File: src/rtl/clock_div_pkg.sv
// clock_div_pkg: shared counter type and divisor helpers for the multi-channel tick divider.
package clock_div_pkg;
  localparam int CNT_W = 26;
  typedef logic [CNT_W-1:0] cnt_t;
  function automatic cnt_t clamp_div(input cnt_t v);
    return (v < cnt_t'(2)) ? cnt_t'(2) : v;
  endfunction
  function automatic cnt_t high_len(input cnt_t d);
    return d - (d >> 1);
  endfunction
endpackage

File: src/rtl/clock_div_chan.sv
// clock_div_chan: one divider channel with glitch-free divisor reload, freeze and sync restart.
module clock_div_chan import clock_div_pkg::*; #(
  parameter cnt_t DIV_DEFAULT = cnt_t'(50000)
) (
  input  logic clk,
  input  logic rst_n,
  input  logic en,
  input  logic load,
  input  cnt_t div,
  input  logic sync,
  input  cnt_t phase,
  output logic sq,
  output logic tick
);
  cnt_t d, p, cnt, d_new, cnt_n;
  logic pf, wrap, apply, adv;
  always_comb begin
    wrap  = cnt == d - cnt_t'(1);
    adv   = sync | en;
    apply = pf & (sync | (en & wrap));
    d_new = apply ? p : d;
    cnt_n = sync ? ((phase < d_new) ? phase : '0) : wrap ? '0 : cnt + cnt_t'(1);
  end
  // a load in the same cycle as a reload stays pending: pf is set after the old p is consumed
  always_ff @(posedge clk)
    if (!rst_n) begin
      d    <= clamp_div(DIV_DEFAULT);
      p    <= clamp_div(DIV_DEFAULT);
      pf   <= 1'b0;
      cnt  <= clamp_div(DIV_DEFAULT) - cnt_t'(1);
      sq   <= 1'b0;
      tick <= 1'b0;
    end else begin
      p    <= load ? clamp_div(div) : p;
      pf   <= load | (pf & ~apply);
      d    <= d_new;
      cnt  <= adv ? cnt_n : cnt;
      sq   <= adv ? (cnt_n < high_len(d_new)) : sq;
      tick <= adv & (cnt_n == '0);
    end
endmodule

File: src/rtl/clock_div_multi.sv
// clock_div_multi: NCH programmable square/tick enable generators; CLKDIV_PHASE_EN adds phaseI sync offsets.
module clock_div_multi import clock_div_pkg::*; #(
  parameter int   NCH         = 4,
  parameter cnt_t DIV_DEFAULT = cnt_t'(50000)
) (
  input  logic                clkI,
  input  logic                rstNI,
  input  logic [NCH-1:0]      enI,
  input  logic [NCH-1:0]      loadI,
  input  cnt_t [NCH-1:0]      divI,
  input  logic                syncI,
`ifdef CLKDIV_PHASE_EN
  input  cnt_t [NCH-1:0]      phaseI,
`endif
  output logic [NCH-1:0]      clkO,
  output logic [NCH-1:0]      tickO
);
  cnt_t [NCH-1:0] phase;
`ifdef CLKDIV_PHASE_EN
  assign phase = phaseI;
`else
  assign phase = '0;
`endif
  for (genvar g = 0; g < NCH; g++) begin : g_ch
    clock_div_chan #(.DIV_DEFAULT(DIV_DEFAULT)) u_chan (
      .clk  (clkI),
      .rst_n(rstNI),
      .en   (enI[g]),
      .load (loadI[g]),
      .div  (divI[g]),
      .sync (syncI),
      .phase(phase[g]),
      .sq   (clkO[g]),
      .tick (tickO[g])
    );
  end
endmodule
File: config.mk
export PLATFORM = sky130hd
export DESIGN_NAME = clock_div_multi
export DESIGN_NICKNAME = d
export VERILOG_FILES = /design/src/rtl/clock_div_pkg.sv /design/src/rtl/clock_div_chan.sv /design/src/rtl/clock_div_multi.sv
export SDC_FILE = /design/constraint.sdc
export NUM_CORES = 1
export LEC_CHECK = 0
export ABC_CLOCK_PERIOD_IN_PS = 14100
export CAP_MARGIN = 20
export CORE_UTILIZATION = 35
export CTS_CLUSTER_SIZE = 28
export DETAILED_ROUTE_END_ITERATION = 6
export PLACE_DENSITY = 0.53
export SKIP_LAST_GASP = 1
export SYNTH_ARGS = -nofsm -noshare
export SYNTH_HDL_FRONTEND = slang
export SYNTH_SLANG_ARGS = --single-unit
File: constraint.sdc
create_clock -name clkI -period 14.1 [get_ports clkI]
set_input_delay 1.41 -clock clkI [delete_from_list [all_inputs] [get_ports clkI]]
set_output_delay 1.41 -clock clkI [all_outputs]
set_load 0.01 [all_outputs]
==> results of run 1 <==
per-stage QoR:
stage	util, %	std cells	hold WS, ns	setup WS [ns]
2_1_floorplan	-	3530	0.441	6.09
3_3_place_gp	37.9	4477	0.463	5.97
3_5_place_dp	37.9	4477	0.462	5.84
4_1_cts	39.8	4554	0.478	5.83
5_1_grt	39.8	4554	0.503	4.99
6_report	39.8	4554	0.475	5.77
layer usage:
| layer | vias up | wire length, um | GRT usage [%] | part of all wire, % |
|---|---|---|---|---|
| met1 | 11272 | 38100 | 27.1 | 48 |
| met3 | 74 | 2790 | 2.06 | 3.5 |
| li1 | 12479 | - | - | - |
| met5 | - | 0 | 0 | 0 |
| met2 | 379 | 36500 | 33.5 | 46 |
| met4 | 0 | 1330 | 4.39 | 1.7 |
worst paths after layout:
| path | from | to | slack, ns | depth (start not counted) |
|---|---|---|---|---|
| setup / recovery | g_ch[3].u_chan.d[2] | g_ch[3].u_chan.sq | 5.77 | 34 |
| hold / removal | g_ch[2].u_chan.p[9] | g_ch[2].u_chan.p[9] | 0.48 | 2 |
| setup reg to reg | g_ch[3].u_chan.d[2] | g_ch[3].u_chan.sq | 5.77 | 34 |
| hold reg to reg | g_ch[2].u_chan.p[9] | g_ch[2].u_chan.p[9] | 0.48 | 2 |
sequential cells by signal, indices dropped and copies added, names as in the netlist:
register,count
g_ch.u_chan.cnt,104
g_ch.u_chan.d,104
g_ch.u_chan.p,104
g_ch.u_chan.pf,4
g_ch.u_chan.sq,4
g_ch.u_chan.tick,4
where the power goes:
part | internal [mW] | switching (mW) | total (mW) | leakage, nW
sequential | 0.951 | 0.0495 | 1.00 | 2.65
clock | 0.708 | 0.461 | 1.17 | 0.705
combinational | 0.267 | 0.332 | 0.600 | 9.56
cell usage in the layout (no fill, tap or decap), drive strengths merged, types with 138 or more instances in the layout:
cell type / n
nor2: 416
dfxtp: 324
nand2: 249
mux2i: 218
a21oi: 214
xnor2: 197
ha: 193
o21ai: 188
inv: 152
xor2: 140
nor3: 138
cell type report:
cell class / instances / share of cell area, %
clock buffer: 55 / 3.91
clock inverter: 22 / 0.970
inverter: 151 / 1.88
multi-input combinational: 2827 / 63.2
sequential: 324 / 21.3
tap: 1030 / 4.23
timing repair buffer: 145 / 4.53
worst reg2reg max path, delay by kind of cell, from the launching register on:
kind                       cells  cell delay (ns)
AOI/OAI and AO/OA             17             3.71
adders and majority gates      2             0.58
buffers and inverters          1             0.46
DFF                            1             0.37
muxes                          1             0.35
and+or+nand+nor               13             2.75
cell usage after synthesis, types with 11 or more instances:
| master | number | area, sq um |
|---|---|---|
| or3_1 | 15 | 93.8 |
| nor3_1 | 134 | 671 |
| buf_2 | 11 | 55.1 |
| nor4_1 | 56 | 350 |
| and3_1 | 86 | 538 |
| a31oi_1 | 37 | 231 |
| a211oi_1 | 14 | 105 |
| or4_1 | 17 | 128 |
| buf_1 | 20 | 75.1 |
| nor3b_1 | 15 | 113 |
| nand3_1 | 87 | 435 |
| a21oi_1 | 212 | 1060 |
| nor2_1 | 415 | 1560 |
| nand2b_1 | 46 | 288 |
| inv_1 | 149 | 559 |
| clkbuf_1 | 183 | 687 |
| nor2b_1 | 63 | 394 |
| nand4_1 | 39 | 244 |
| a21o_1 | 40 | 300 |
| xor2_1 | 140 | 1230 |
| ha_1 | 193 | 2410 |
| a2111oi_0 | 12 | 105 |
| or2_2 | 18 | 113 |
| o21a_1 | 15 | 113 |
| mux2i_1 | 217 | 2170 |
| o31ai_1 | 17 | 128 |
| xnor2_1 | 197 | 1730 |
| nand2_1 | 249 | 935 |
| nor4b_1 | 11 | 96.3 |
| o211ai_1 | 25 | 188 |
| and2_1 | 27 | 169 |
| o21ai_0 | 182 | 911 |
| a22oi_1 | 17 | 128 |
| dfxtp_1 | 324 | 6490 |
| nand3b_1 | 19 | 143 |
logic make-up (layout without fill, tap and decap cells):
kind of cell | after synthesis | in the layout | synth area share, %
AND/OR/NAND/NOR | 1349 | 1349 | 25.1
AO/OA/AOI/OAI | 708 | 708 | 16.7
adder cells (fa/ha/maj) | 204 | 204 | 9.43
multiplexers | 229 | 229 | 8.58
XOR/XNOR | 337 | 337 | 10.9
buffers and inverters | 379 | 373 | 5.46
flip-flops | 324 | 324 | 23.9
==> flow_metrics.tcl, run 1 <==
set metrics [dict create \
    crit_slowest_cell "or4b_1" \
    fin_skew_ns 0.0352 \
    drt_pre_antenna_iters 5 \
    postCtsHoldBufs 0 \
    status "complete, no violations" \
    cts_tree "yes" \
    synth-edff-count 0 \
    die_x_um 281 \
    timing.critical_path.mode_cell "o21ai_0" \
    max-vdd-ir-drop_mv 0.0757 \
    fillers 8009 \
    critical_path_buf_inv_count 1 \
    syn_inst 3530 \
    io_pins 123 \
    first_iter_violations 1503 \
    wire_per_inst_um 17.3 \
    ctsResizeCount 0 \
    cts_setup_buffers 0 \
    place_area_sq_mm 0.0290 \
    drive_above_1_share_pct 5.14 \
    arrival_ns 8.80 \
    ant_nets 0 \
    gp_congestion 0.897 \
    startpoint_type "register" \
    coreArea_sq_mm 0.0765 \
    cp_max_fo 33 \
    cts_max_path_buffers 3 \
    powerDensity_mw_per_mm2 90.9 \
    syn_to_final_growth_pct 12.0 \
    grt_pass1_vias 23068 \
    critPathTopFamily "compound AO/OA/AOI/OAI gates" \
    antenna_found_initial 1 \
    min_period_ns 8.33 \
    initial_core_util_pct 35.6 \
    finalSetupViolations 0 \
    ys_seq_elements 324 \
    grt_max_degree 88 \
    root_buffer "clkbuf_16" \
    drc 0 \
    finalWirelength_um 78700 \
    grt_pass1_wl_um 127000 \
    die_y_um 281 \
    period_share_pct 59.1 \
    syn_nets 3842 \
    end_kind "register" \
    hpwl_um 58500 \
    fmax_ghz 0.120 \
    multiInputGateArea_sq_mm 0.0192 \
    overflow 0 \
    synthDistinctLibCells 112 \
    ys_async_sr_fraction_pct 0 \
    numCtsBuffers 43 \
    grtUsageTotal_pct 19.8 \
    path_class "reg -> reg" \
    hold_viol 0 \
    clock-sinks 324 \
    synthesis.yosys.warnings 0 \
    maxSlewViolCount 0 \
    p_total_mw 2.77 \
    die_area_sq_mm 0.0788 \
    final_area_sq_mm 0.0305 \
    hold_class "reg -> reg" \
    cap_violations 0 \
    tns_ns 0 \
    fp-row-count 101 \
    cp.required_ns 14.56 \
    synthFlopType "dfxtp_1" \
    avgViaCountPerCell 5.31 \
    finalNetCount 3804 \
    synth-seq-area-share_pct 23.9 \
    clk_pin_slew_worst_paths_ns 0.06 \
    cpPeakStageDelay_ns 0.63 \
    slew_headroom_pct 31.2 \
    port_buffers 122 \
    synth.avg_cell_area_sq_um 7.70 \
    rsz0062_at_grt "false" \
    seqCellArea_sq_mm 0.00649 \
    via_count 24204 \
    clk_latency_ns 0.59 \
    diodes 0 \
    p_leak_nw 12.9 \
    htree_levels 2 \
    worst_pin_slew_ns 1.03 \
    syn_area_sq_mm 0.0272 \
]
(Power assumes the default switching activity.)
==> inputs of run 2 (changes only) <==
--- a/config.mk
+++ b/config.mk
@@ -5,12 +5,12 @@
 export SDC_FILE = /design/constraint.sdc
 export NUM_CORES = 1
 export LEC_CHECK = 0
-export ABC_CLOCK_PERIOD_IN_PS = 14100
+export ABC_CLOCK_PERIOD_IN_PS = 7050
 export CAP_MARGIN = 20
 export CORE_UTILIZATION = 35
 export CTS_CLUSTER_SIZE = 28
 export DETAILED_ROUTE_END_ITERATION = 6
-export PLACE_DENSITY = 0.53
+export PLACE_DENSITY = 0.55
 export SKIP_LAST_GASP = 1
 export SYNTH_ARGS = -nofsm -noshare
 export SYNTH_HDL_FRONTEND = slang
==> constraint.sdc (replaced) <==
create_clock -name clkI -period 7.05 [get_ports clkI]
set_input_delay 0.705 -clock clkI [delete_from_list [all_inputs] [get_ports clkI]]
set_output_delay 0.705 -clock clkI [all_outputs]
set_load 0.01 [all_outputs]
==> run 2 against run 1 <==
  * The flow now finishes with violations (setup timing)
  * Count of clock-buffer cells in the layout grew 2
  * Sequential share of layout area shrank 1.5 points
  * First-iteration DRC count shrank 4.3%
  * Cell count grew 5.0%
  * Clock power grew 110%
  * Via count grew 5.0%
  * Clock skew shrank 0.018 ns
==> flow_metrics.tcl, run 2 (synthesis gave the netlist of run 1 again) <==
set metrics [dict create \
    tns_ns -0.0284 \
    cts_max_path_buffers 3 \
    status "finished with violations" \
    die_x_um 281 \
    cpPeakStageDelay_ns 0.53 \
    drc 0 \
    grt_max_degree 77 \
    hpwl_um 61600 \
    initial_core_util_pct 35.6 \
    die_area_sq_mm 0.0788 \
    cap_violations 0 \
    grtUsageTotal_pct 20.7 \
    slew_headroom_pct 26.5 \
    io_pins 123 \
    postCtsHoldBufs 0 \
    min_period_ns 7.08 \
    finalNetCount 4030 \
    finalWirelength_um 82700 \
    place_area_sq_mm 0.0307 \
    hold_class "reg -> reg" \
    drive_above_1_share_pct 12.9 \
    path_class "reg -> reg" \
    powerDensity_mw_per_mm2 177 \
    max-vdd-ir-drop_mv 0.146 \
    arrival_ns 7.59 \
    mostFrequentLayoutCells "nor2_1, dfxtp_1, nand2_1" \
    ant_nets 0 \
    cp.required_ns 7.56 \
    end_kind "register" \
    violations "setup timing" \
    final_common_cell "nor2_1" \
    htree_levels 2 \
    first_iter_violations 1438 \
    cp_max_fo 6 \
    wire_per_inst_um 17.3 \
    rsz0062_at_grt "true" \
    hold_viol 0 \
    grt_pass1_wl_um 132000 \
    worst_pin_slew_ns 1.10 \
    clock-sinks 324 \
    drt_pre_antenna_iters 5 \
    reg_top3 "g_ch.u_chan.cnt x104, g_ch.u_chan.d x104, g_ch.u_chan.p x104" \
    final_area_sq_mm 0.0328 \
    syn_to_final_growth_pct 20.7 \
    fp-row-count 101 \
    finalSetupViolations 1 \
    clk_latency_ns 0.58 \
    period_share_pct 100 \
    p_leak_nw 14.2 \
    cts_tree "yes" \
    diodes 0 \
    clk_pin_slew_worst_paths_ns 0.06 \
    stdcell_count 4781 \
    startpoint_type "register" \
    root_buffer "clkbuf_16" \
    port_buffers 122 \
    maxSlewViolCount 0 \
    grt_pass1_vias 24317 \
    overflow 0 \
    fin_skew_ns 0.0171 \
    avgViaCountPerCell 5.32 \
    via_count 25414 \
    numCtsBuffers 43 \
    antenna_found_initial 0 \
    die_y_um 281 \
    fin_ws_ns -0.0284 \
    fmax_ghz 0.141 \
    coreArea_sq_mm 0.0765 \
    crit_slowest_cell "or4_4" \
    placedCellCount 4681 \
    gp_congestion 0.894 \
]
run 2: layout make-up:
class | count | area, sq um
clock buffers | 57 | 1230
clock inverters | 21 | 348
fillers | 7832 | 43600
inverters | 151 | 572
multi-input cells | 2827 | 19800
flip-flops and latches | 324 | 6490
well taps | 1030 | 1290
repair buffers | 371 | 3110
run 2: repair_timing:
item | 4_1_cts | 5_1_grt
pin swaps | 2 | 27
setup endpoints to repair | 3 | 4
gates resized for setup | 12 | 84
hold endpoints to repair | 0 | 0
buffers inserted | 6 | 16
run 2: layer usage:
metal	track usage (%)	up-vias	part of all wire (%)
met5	0	-	0
met4	5.66	0	2.4
met3	2.39	115	3.7
met2	35.3	473	47
met1	27.4	11907	47
li1	-	12919	-
run 2: metrics by stage:
step / hold slack [ns] / worst slack (ns) / utilization, % / power, mW
2_1_floorplan: 0.441 / -0.106 / - / 2.90
3_3_place_gp: 0.460 / -0.0882 / 40.1 / 3.32
3_5_place_dp: 0.467 / -0.145 / 40.1 / 3.33
4_1_cts: 0.481 / -0.0779 / 42.3 / 5.85
5_1_grt: 0.501 / -0.526 / 42.9 / 6.11
6_report: 0.477 / -0.0284 / 42.9 / 5.81
run 2: path summary, 6_finish.rpt:
path | startpoint | end | slack [ns] | depth (start not counted)
max reg2reg | g_ch[0].u_chan.d[20] | g_ch[0].u_chan.sq | -0.03 | 36
min reg2reg | g_ch[0].u_chan.p[15] | g_ch[0].u_chan.p[15] | 0.48 | 2
min | g_ch[0].u_chan.p[15] | g_ch[0].u_chan.p[15] | 0.48 | 2
max | g_ch[0].u_chan.d[20] | g_ch[0].u_chan.sq | -0.03 | 36
run 2: worst max-delay path, delay by kind of cell (launching register included):
family | cells | cell delay (ns)
adder cells (fa/ha/maj) | 2 | 0.59
AND/OR/NAND/NOR | 15 | 3.22
XOR/XNOR | 1 | 0.13
buffers and inverters | 1 | 0.15
flip-flops | 1 | 0.32
multiplexers | 1 | 0.18
AO/OA/AOI/OAI | 16 | 2.44
run 2: report_power, final:
group | leakage (nW) | internal, mW | switching [mW]
Sequential | 2.65 | 1.90 | 0.0833
Clock | 0.764 | 1.56 | 0.924
Combinational | 10.8 | 0.620 | 0.727
Total | 14.2 | 4.08 | 1.73
